File: src/rtl/instr_fetch_pkg.sv
// instr_fetch_pkg: fetch FSM encoding, reset constants and RV32I field positions
package instr_fetch_pkg;
  typedef enum logic {IDLE = 1'b0, FETCH = 1'b1} state_e;
  localparam logic [31:0] RESET_PC_DEFAULT  = 32'h0000_0000;
  localparam logic [31:0] NOP_INSTR_DEFAULT = 32'h0000_0013;
  localparam int OPCODE_LSB = 0;
  localparam int OPCODE_W   = 7;
  localparam int RD_LSB     = 7;
  localparam int RD_W       = 5;
  localparam int FUNCT3_LSB = 12;
  localparam int FUNCT3_W   = 3;
  localparam int RS1_LSB    = 15;
  localparam int RS1_W      = 5;
  localparam int RS2_LSB    = 20;
  localparam int RS2_W      = 5;
  localparam int FUNCT7_LSB = 25;
  localparam int FUNCT7_W   = 7;
endpackage

File: src/rtl/instr_fetch.sv
// instr_fetch: PC register plus single-outstanding instruction fetch into IR
module instr_fetch
  import instr_fetch_pkg::*;
#(
  parameter logic [31:0] RESET_PC  = RESET_PC_DEFAULT,
  parameter logic [31:0] NOP_INSTR = NOP_INSTR_DEFAULT
) (
  input  logic        clk,
  input  logic        rst,
  input  logic        IR_Write,
  input  logic        PC_Write,
  input  logic        PC_Sel,
  input  logic [31:0] PC_New,
  output logic        imem_req,
  output logic [31:0] imem_addr,
  input  logic [31:0] imem_rdata,
  input  logic        imem_ack,
  output logic [31:0] PC,
  output logic [31:0] PC_Old,
  output logic [31:0] IR,
  output logic [6:0]  opcode,
  output logic [2:0]  funct3,
  output logic [6:0]  funct7,
  output logic [4:0]  rd,
  output logic [4:0]  rs1,
  output logic [4:0]  rs2,
  output logic        fetch_busy,
  output logic        misalign
);
  state_e      state_q;
  logic        req_q, misalign_q;
  logic [31:0] addr_q, pc_q, pc_old_q, ir_q, pc_d;
  assign pc_d = PC_Sel ? {PC_New[31:2], 2'b00} : pc_q + 32'd4;
  always_ff @(posedge clk) begin
    if (rst) begin
      state_q    <= IDLE;
      req_q      <= 1'b0;
      addr_q     <= RESET_PC;
      pc_q       <= RESET_PC;
      pc_old_q   <= RESET_PC;
      ir_q       <= NOP_INSTR;
      misalign_q <= 1'b0;
    end else begin
      if (PC_Write) begin
        pc_q <= pc_d;
        if (PC_Sel && |PC_New[1:0]) misalign_q <= 1'b1;
      end
      // fetch address is the PC before any same-edge update
      if (state_q == IDLE && IR_Write) begin
        state_q <= FETCH;
        req_q   <= 1'b1;
        addr_q  <= pc_q;
      end else if (state_q == FETCH && imem_ack) begin
        state_q  <= IDLE;
        req_q    <= 1'b0;
        ir_q     <= imem_rdata;
        pc_old_q <= addr_q;
      end
    end
  end
  assign imem_req   = req_q;
  assign imem_addr  = addr_q;
  assign PC         = pc_q;
  assign PC_Old     = pc_old_q;
  assign IR         = ir_q;
  assign misalign   = misalign_q;
  assign fetch_busy = (state_q == FETCH);
  assign opcode     = ir_q[OPCODE_LSB +: OPCODE_W];
  assign funct3     = ir_q[FUNCT3_LSB +: FUNCT3_W];
  assign funct7     = ir_q[FUNCT7_LSB +: FUNCT7_W];
  assign rd         = ir_q[RD_LSB +: RD_W];
  assign rs1        = ir_q[RS1_LSB +: RS1_W];
  assign rs2        = ir_q[RS2_LSB +: RS2_W];
endmodule

File: config.mk
export PLATFORM = sky130hd
export DESIGN_NAME = instr_fetch
export DESIGN_NICKNAME = d
export VERILOG_FILES = /design/src/rtl/instr_fetch_pkg.sv /design/src/rtl/instr_fetch.sv
export SDC_FILE = /design/constraint.sdc
export NUM_CORES = 1
export LEC_CHECK = 0
export ABC_CLOCK_PERIOD_IN_PS = 2370
export CAP_MARGIN = 20
export CORE_UTILIZATION = 29
export CTS_BUF_LIST = sky130_fd_sc_hd__clkbuf_4 sky130_fd_sc_hd__clkbuf_8
export DETAILED_ROUTE_END_ITERATION = 8
export GPL_ROUTABILITY_DRIVEN = 0
export GPL_TIMING_DRIVEN = 0
export SLEW_MARGIN = 20
export SYNTH_ARGS = -nofsm -noshare
export SYNTH_HDL_FRONTEND = slang
export SYNTH_SLANG_ARGS = --single-unit
export TNS_END_PERCENT = 10
File: constraint.sdc
create_clock -name clk -period 2.37 [get_ports clk]
set_input_delay 0.3555 -clock clk [delete_from_list [all_inputs] [get_ports clk]]
set_output_delay 0.3555 -clock clk [all_outputs]
set_load 0.01 [all_outputs]
==> out/metrics.csv, run 1 <==
metric,value,unit
numPortBuffers,224,
area_delta_synth_final,54.2,%
holdPathStages,2,
hold_violations,0,
end_kind,flop,
crit_buf_inv,0,
critPathLaunchType,flop,
dpl.hpwl,15600,µm
yosys_register_bits,124,
cp.arrival,2660,ps
hold_class,flop to flop,
grt_pass1_wl,31700,µm
cp.depth,5,
initial_core_util,30.1,%
synthDistinctLibCells,56,
synth_common_cells,"207 x nand2_1, 124 x dfxtp_1, 105 x a21oi_1",
rsz0062_at_grt,false,
yosysMostFrequentCell,nand2_1,
die_h,140,µm
synth-edff-count,0,
final-max-slew-violation-count,0,
drive_gt1_share,8.85,%
die_x,140,µm
pin_count,233,
drt_iter0_markers,416,
finalSetupTns,0,ps
die-area,0.0195,mm²
overflow,0,
power_density,587,mW/mm²
status,completed,
cpLargestDelayFamily,simple AND/OR/NAND/NOR gates,
yosysTopAreaCell,dfxtp_1,
h-tree-depth,4,
grt_max_degree,17,
max_slew_margin,54.8,%
max_clock_freq,0.435,GHz
clk_pin_slew_worst_paths,80,ps
worst-slew-pin-transition,678,ps
nNetsFinal,1030,
vias_per_cell,4.91,
period_minus_slack,2300,ps
cts_setup_buffers,0,
ys_async_sr_fraction,0,%
wl_per_cell,17.2,µm
drc,0,
syn-cell-area,0.00550,mm²
coreArea,0.0183,mm²
ff2ff_path_depth,5,
numCtsBuffers,17,
ys_top_cells_by_area,"dfxtp_1 45%, nand2_1 14%, a21oi_1 9.6%",
finalClockSkew,17.6,ps
ys_seq_area_share,45.2,%
setup_viol,0,
yosys_warnings,0,
num_rows,49,
fin_hold_ws,446,ps
p_leak,2.94,nW
ant_nets,0,
clock_sinks,124,
grt_pass1_vias,5434,
period_share,97.0,%
clockBufferDepth,2,
r2r-end,PC[18],
worstPathRequired,2730,ps
rrSetupSlack,70,ps
crit_end,PC[18],
worstSkewPairLatency,450,ps
cp_slowest_stage_delay,530,ps
track_usage,21.3,%
cts_tree,built,
cp_max_fo,9,
root_buffer,clkbuf_8,
syn_avg_cell_area,7.73,µm²
first_pass_iters,5,
max_cap_viol_count,0,
synth_ff_type,dfxtp_1,
num_antenna_cells,0,
cp-startpoint,PC[2],
ir_drop,0.327,mV
vias,5897,
crit_chain,ha_2 -> nand4_4 -> or3_1 -> or4_1 -> a31oi_1,
critPathSlowestCell,or3_1,
crit_type,flop to flop,
wl,20600,µm
synth_top_area_share,45.2,%
antenna_found_initial,0,
netlist_instances,711,
r2r-start,PC[2],
## stage by stage
stage | cells | instance area (µm²) | util (%) | total power [mW] | setup slack [ps]
after floorplan | 716 | 5510 | - | 2.60 | 323
after global placement | 1169 | 8040 | 44.0 | 3.04 | 6.13
after detailed placement | 1169 | 8040 | 44.0 | 3.04 | 36.8
after CTS | 1201 | 8470 | 46.3 | 5.04 | 32.0
after global routing | 1201 | 8480 | 46.4 | 5.20 | 5.23
final | 1201 | 8480 | 46.4 | 4.98 | 70.0
## registers in the layout, indices dropped and copies added (netlist names)
register	count
IR	32
PC	30
PC_Old	30
imem_addr	30
imem_req	1
misalign	1
## worst reg2reg max path, cell delays in order, from the launching register on
cell and delay, ps:
dfxtp_1 490, ha_2 300, nand4_4 190, or3_1 540
or4_1 530, a31oi_1 160
## logic make-up after synthesis
kind of cell | Yosys count | share of synthesized area (%)
AO/OA/AOI/OAI | 183 | 20.4
flip-flops | 124 | 45.2
adder cells (fa/ha/maj) | 1 | 0.228
AND/OR/NAND/NOR | 300 | 24.2
buffers and inverters | 99 | 9.47
multiplexers | 3 | 0.546
other | 1 | 0.0682
## worst min-delay path by stage
| stage | from | endpoint | slack, ps |
|---|---|---|---|
| final | misalign | misalign | 450 |
| after global routing | imem_rdata[6] | IR[6] | 430 |
| after CTS | imem_rdata[31] | IR[31] | 430 |
| after detailed placement | misalign | misalign | 440 |
| after global placement | misalign | misalign | 440 |
| after floorplan | misalign | misalign | 470 |
## layout by cell type (no fill, tap or decap), drive strengths merged, types with 8 or more instances in the layout
cell | Yosys | final
nand2 | 208 | 208
nand4 | 14 | 14
buf | 50 | 50
o211ai | 8 | 8
inv | 8 | 9
a21oi | 105 | 105
clkdlybuf4s50 | 0 | 224
nand3 | 14 | 14
a22oi | 12 | 12
nor2 | 21 | 21
o21ai | 11 | 11
clkbuf | 41 | 62
dfxtp | 124 | 124
## metal layers
| metal | GRT usage (%) | vias up | part of all wire, % |
|---|---|---|---|
| li1 | - | 2916 | - |
| met4 | 5.90 | 0 | 1.2 |
| met2 | 34.8 | 266 | 47 |
| met3 | 6.68 | 25 | 7.9 |
| met5 | 0 | - | 0 |
| met1 | 26.8 | 2690 | 43 |
## report_power, final
group	internal, mW	switching (mW)	leakage [nW]	total [mW]
registers	2.16	0.0971	1.01	2.25
clock network	1.11	0.867	0.209	1.98
logic	0.384	0.358	1.72	0.743
total	3.66	1.32	2.94	4.98
## cell type report
class	instances	area, µm²
Multi-Input combinational cell	493	2520
Clock buffer	21	277
Clock inverter	11	141
Sequential cell	124	2480
Inverter	8	30.0
Timing Repair Buffer	224	2240
Tap cell	229	287
Buffer	91	493
Fill cell	1904	9790
## repair_timing
action,4_1_cts,5_1_grt
endpoints found under the setup margin,1,10
pin swaps,0,1
resized for setup,1,6
hold buffers,0,0
Power figures use the tool's default switching activity.
==> inputs of run 2 (changes only) <==
PLACE_DENSITY = 0.59   (was unset)
==> run 2 against run 1 <==
- die area did not move
- non-clock buffer count did not move
- clock-buffer cell count decreased by 1
- clock skew decreased by 4.0 ps
- maximum frequency up 1.3%
==> out/metrics.csv, run 2 (synthesis gave the netlist of run 1 again) <==
metric,value,unit
status,completed,
wl,20800,µm
hold_class,flop to flop,
ant_nets,0,
seqPwrFrac,46.4,%
layout_commonest_cell,clkdlybuf4s50_1,
placed_area,0.00804,mm²
worst-slew-pin-transition,690,ps
overflow,0,
p_leak,2.93,nW
p_int,3.53,mW
worstSkewPairLatency,450,ps
cp.arrival,2640,ps
die_h,140,µm
critPathLaunchType,flop,
rsz0062_at_grt,false,
final_area,0.00845,mm²
largest_reg_flops,32,
wl_per_cell,17.3,µm
numPortBuffers,224,
pwr-share-comb,15.3,%
period_share,95.8,%
final-max-slew-violation-count,0,
drt_iter0_markers,370,
end_kind,flop,
root_buffer,clkbuf_8,
nNetsFinal,1030,
dpl.hpwl,15700,µm
die-area,0.0195,mm²
max_clock_freq,0.440,GHz
drc,0,
num_antenna_cells,0,
hold_buffers,0,
track_usage,21.2,%
vias,5854,
power,4.86,mW
antenna_found_initial,0,
max_cap_viol_count,0,
die_x,140,µm
grt_pass1_vias,5354,
p_sw,1.33,mW
num_rows,49,
finalClockSkew,13.5,ps
worstPathRequired,2740,ps
numCtsBuffers,17,
coreArea,0.0183,mm²
ir_drop,0.330,mV
setup_viol,0,
grt_pass1_wl,31600,µm
crit_type,flop to flop,
grt_max_degree,17,
multi_input_area,0.00253,mm²
clock_sinks,124,
clockPowerShare,38.3,%
most-common-layout-cells,"224 x clkdlybuf4s50_1, 207 x nand2_1, 124 x dfxtp_1",
finalSetupTns,0,ps
clockBufferDepth,2,
fin_ws,98.9,ps
power_density,575,mW/mm²
cp_max_fo,9,
cts_tree,built,
pin_count,233,
area_delta_synth_final,53.8,%
initial_core_util,30.1,%
drive_gt1_share,8.95,%
period_minus_slack,2270,ps
nFillCells,1882,
vias_per_cell,4.87,
ff_latch_area,0.00248,mm²
p_sw_share,27.3,%
h-tree-depth,4,
clk_pin_slew_worst_paths,80,ps
hold_violations,0,
first_pass_iters,5,
max_slew_margin,54.0,%
place_ws,-0.670,ps
-- run 2: changes by cell type in the layout (fill, tap and decap cells not counted), sizes merged --
cell    previous run  this run
bufinv             3         2
inv                9         8
clkinv             4         7
clkbuf            62        61
-- run 2: power by group through the flow --
stage / sequential [mW] / combinational [mW] / clock [mW]
2_1_floorplan: 2.31 / 0.299 / 0
3_3_place_gp: 2.30 / 0.742 / 0
3_5_place_dp: 2.30 / 0.743 / 0
4_1_cts: 2.25 / 0.746 / 1.90
5_1_grt: 2.27 / 0.800 / 1.99
6_report: 2.26 / 0.742 / 1.86
-- run 2: layer usage --
metal  vias up  global-route usage [%]  routed length (µm)  share of wire [%]
met3        17                    5.61                1540                7.4
met4         0                    5.09                 184               0.88
met1      2655                    27.3                9310                 45
met2       251                    35.3                9800                 47
li1       2931                       -                   -                  -
met5         -                       0                   0                  0
-- run 2: critical path, cell delays in order, from the launching register on --
cell	delay (ps)
dfxtp_1	480
ha_2	300
nand4_4	200
or3_1	520
or4_1	530
a31oi_1	160
-- run 2: final cells by class --
cell class / instances / area share, %
clock buffers: 20 / 3.18
clock inverters: 12 / 1.44
inverters: 8 / 0.355
repair buffers: 224 / 26.5
well taps: 229 / 3.39
plain buffers: 91 / 5.83
multi-input cells: 493 / 29.9
flip-flops and latches: 124 / 29.4
-- run 2: what timing repair did --
item / CTS / global route
buffers inserted: 0 / 0
endpoints found under the setup margin: 2 / 10
gates resized for setup: 2 / 6
-- run 2: worst paths after layout --
path / startpoint / to / slack (ps) / cells after the start
setup reg to reg: PC[2] / PC[22] / 100 / 5
hold / removal: PC_Old[24] / PC_Old[24] / 450 / 2
hold reg to reg: PC_Old[24] / PC_Old[24] / 450 / 2
setup / recovery: PC[2] / PC[22] / 100 / 5
-- run 2: stage by stage --
stage | std cells | hold WS [ps] | util, %
finish | 1201 | 454 | 46.3
global route | 1201 | 441 | 46.3
detailed placement | 1169 | 446 | 44.0
floorplan | 716 | 470 | -
global placement | 1169 | 437 | 44.0
CTS | 1201 | 429 | 46.2
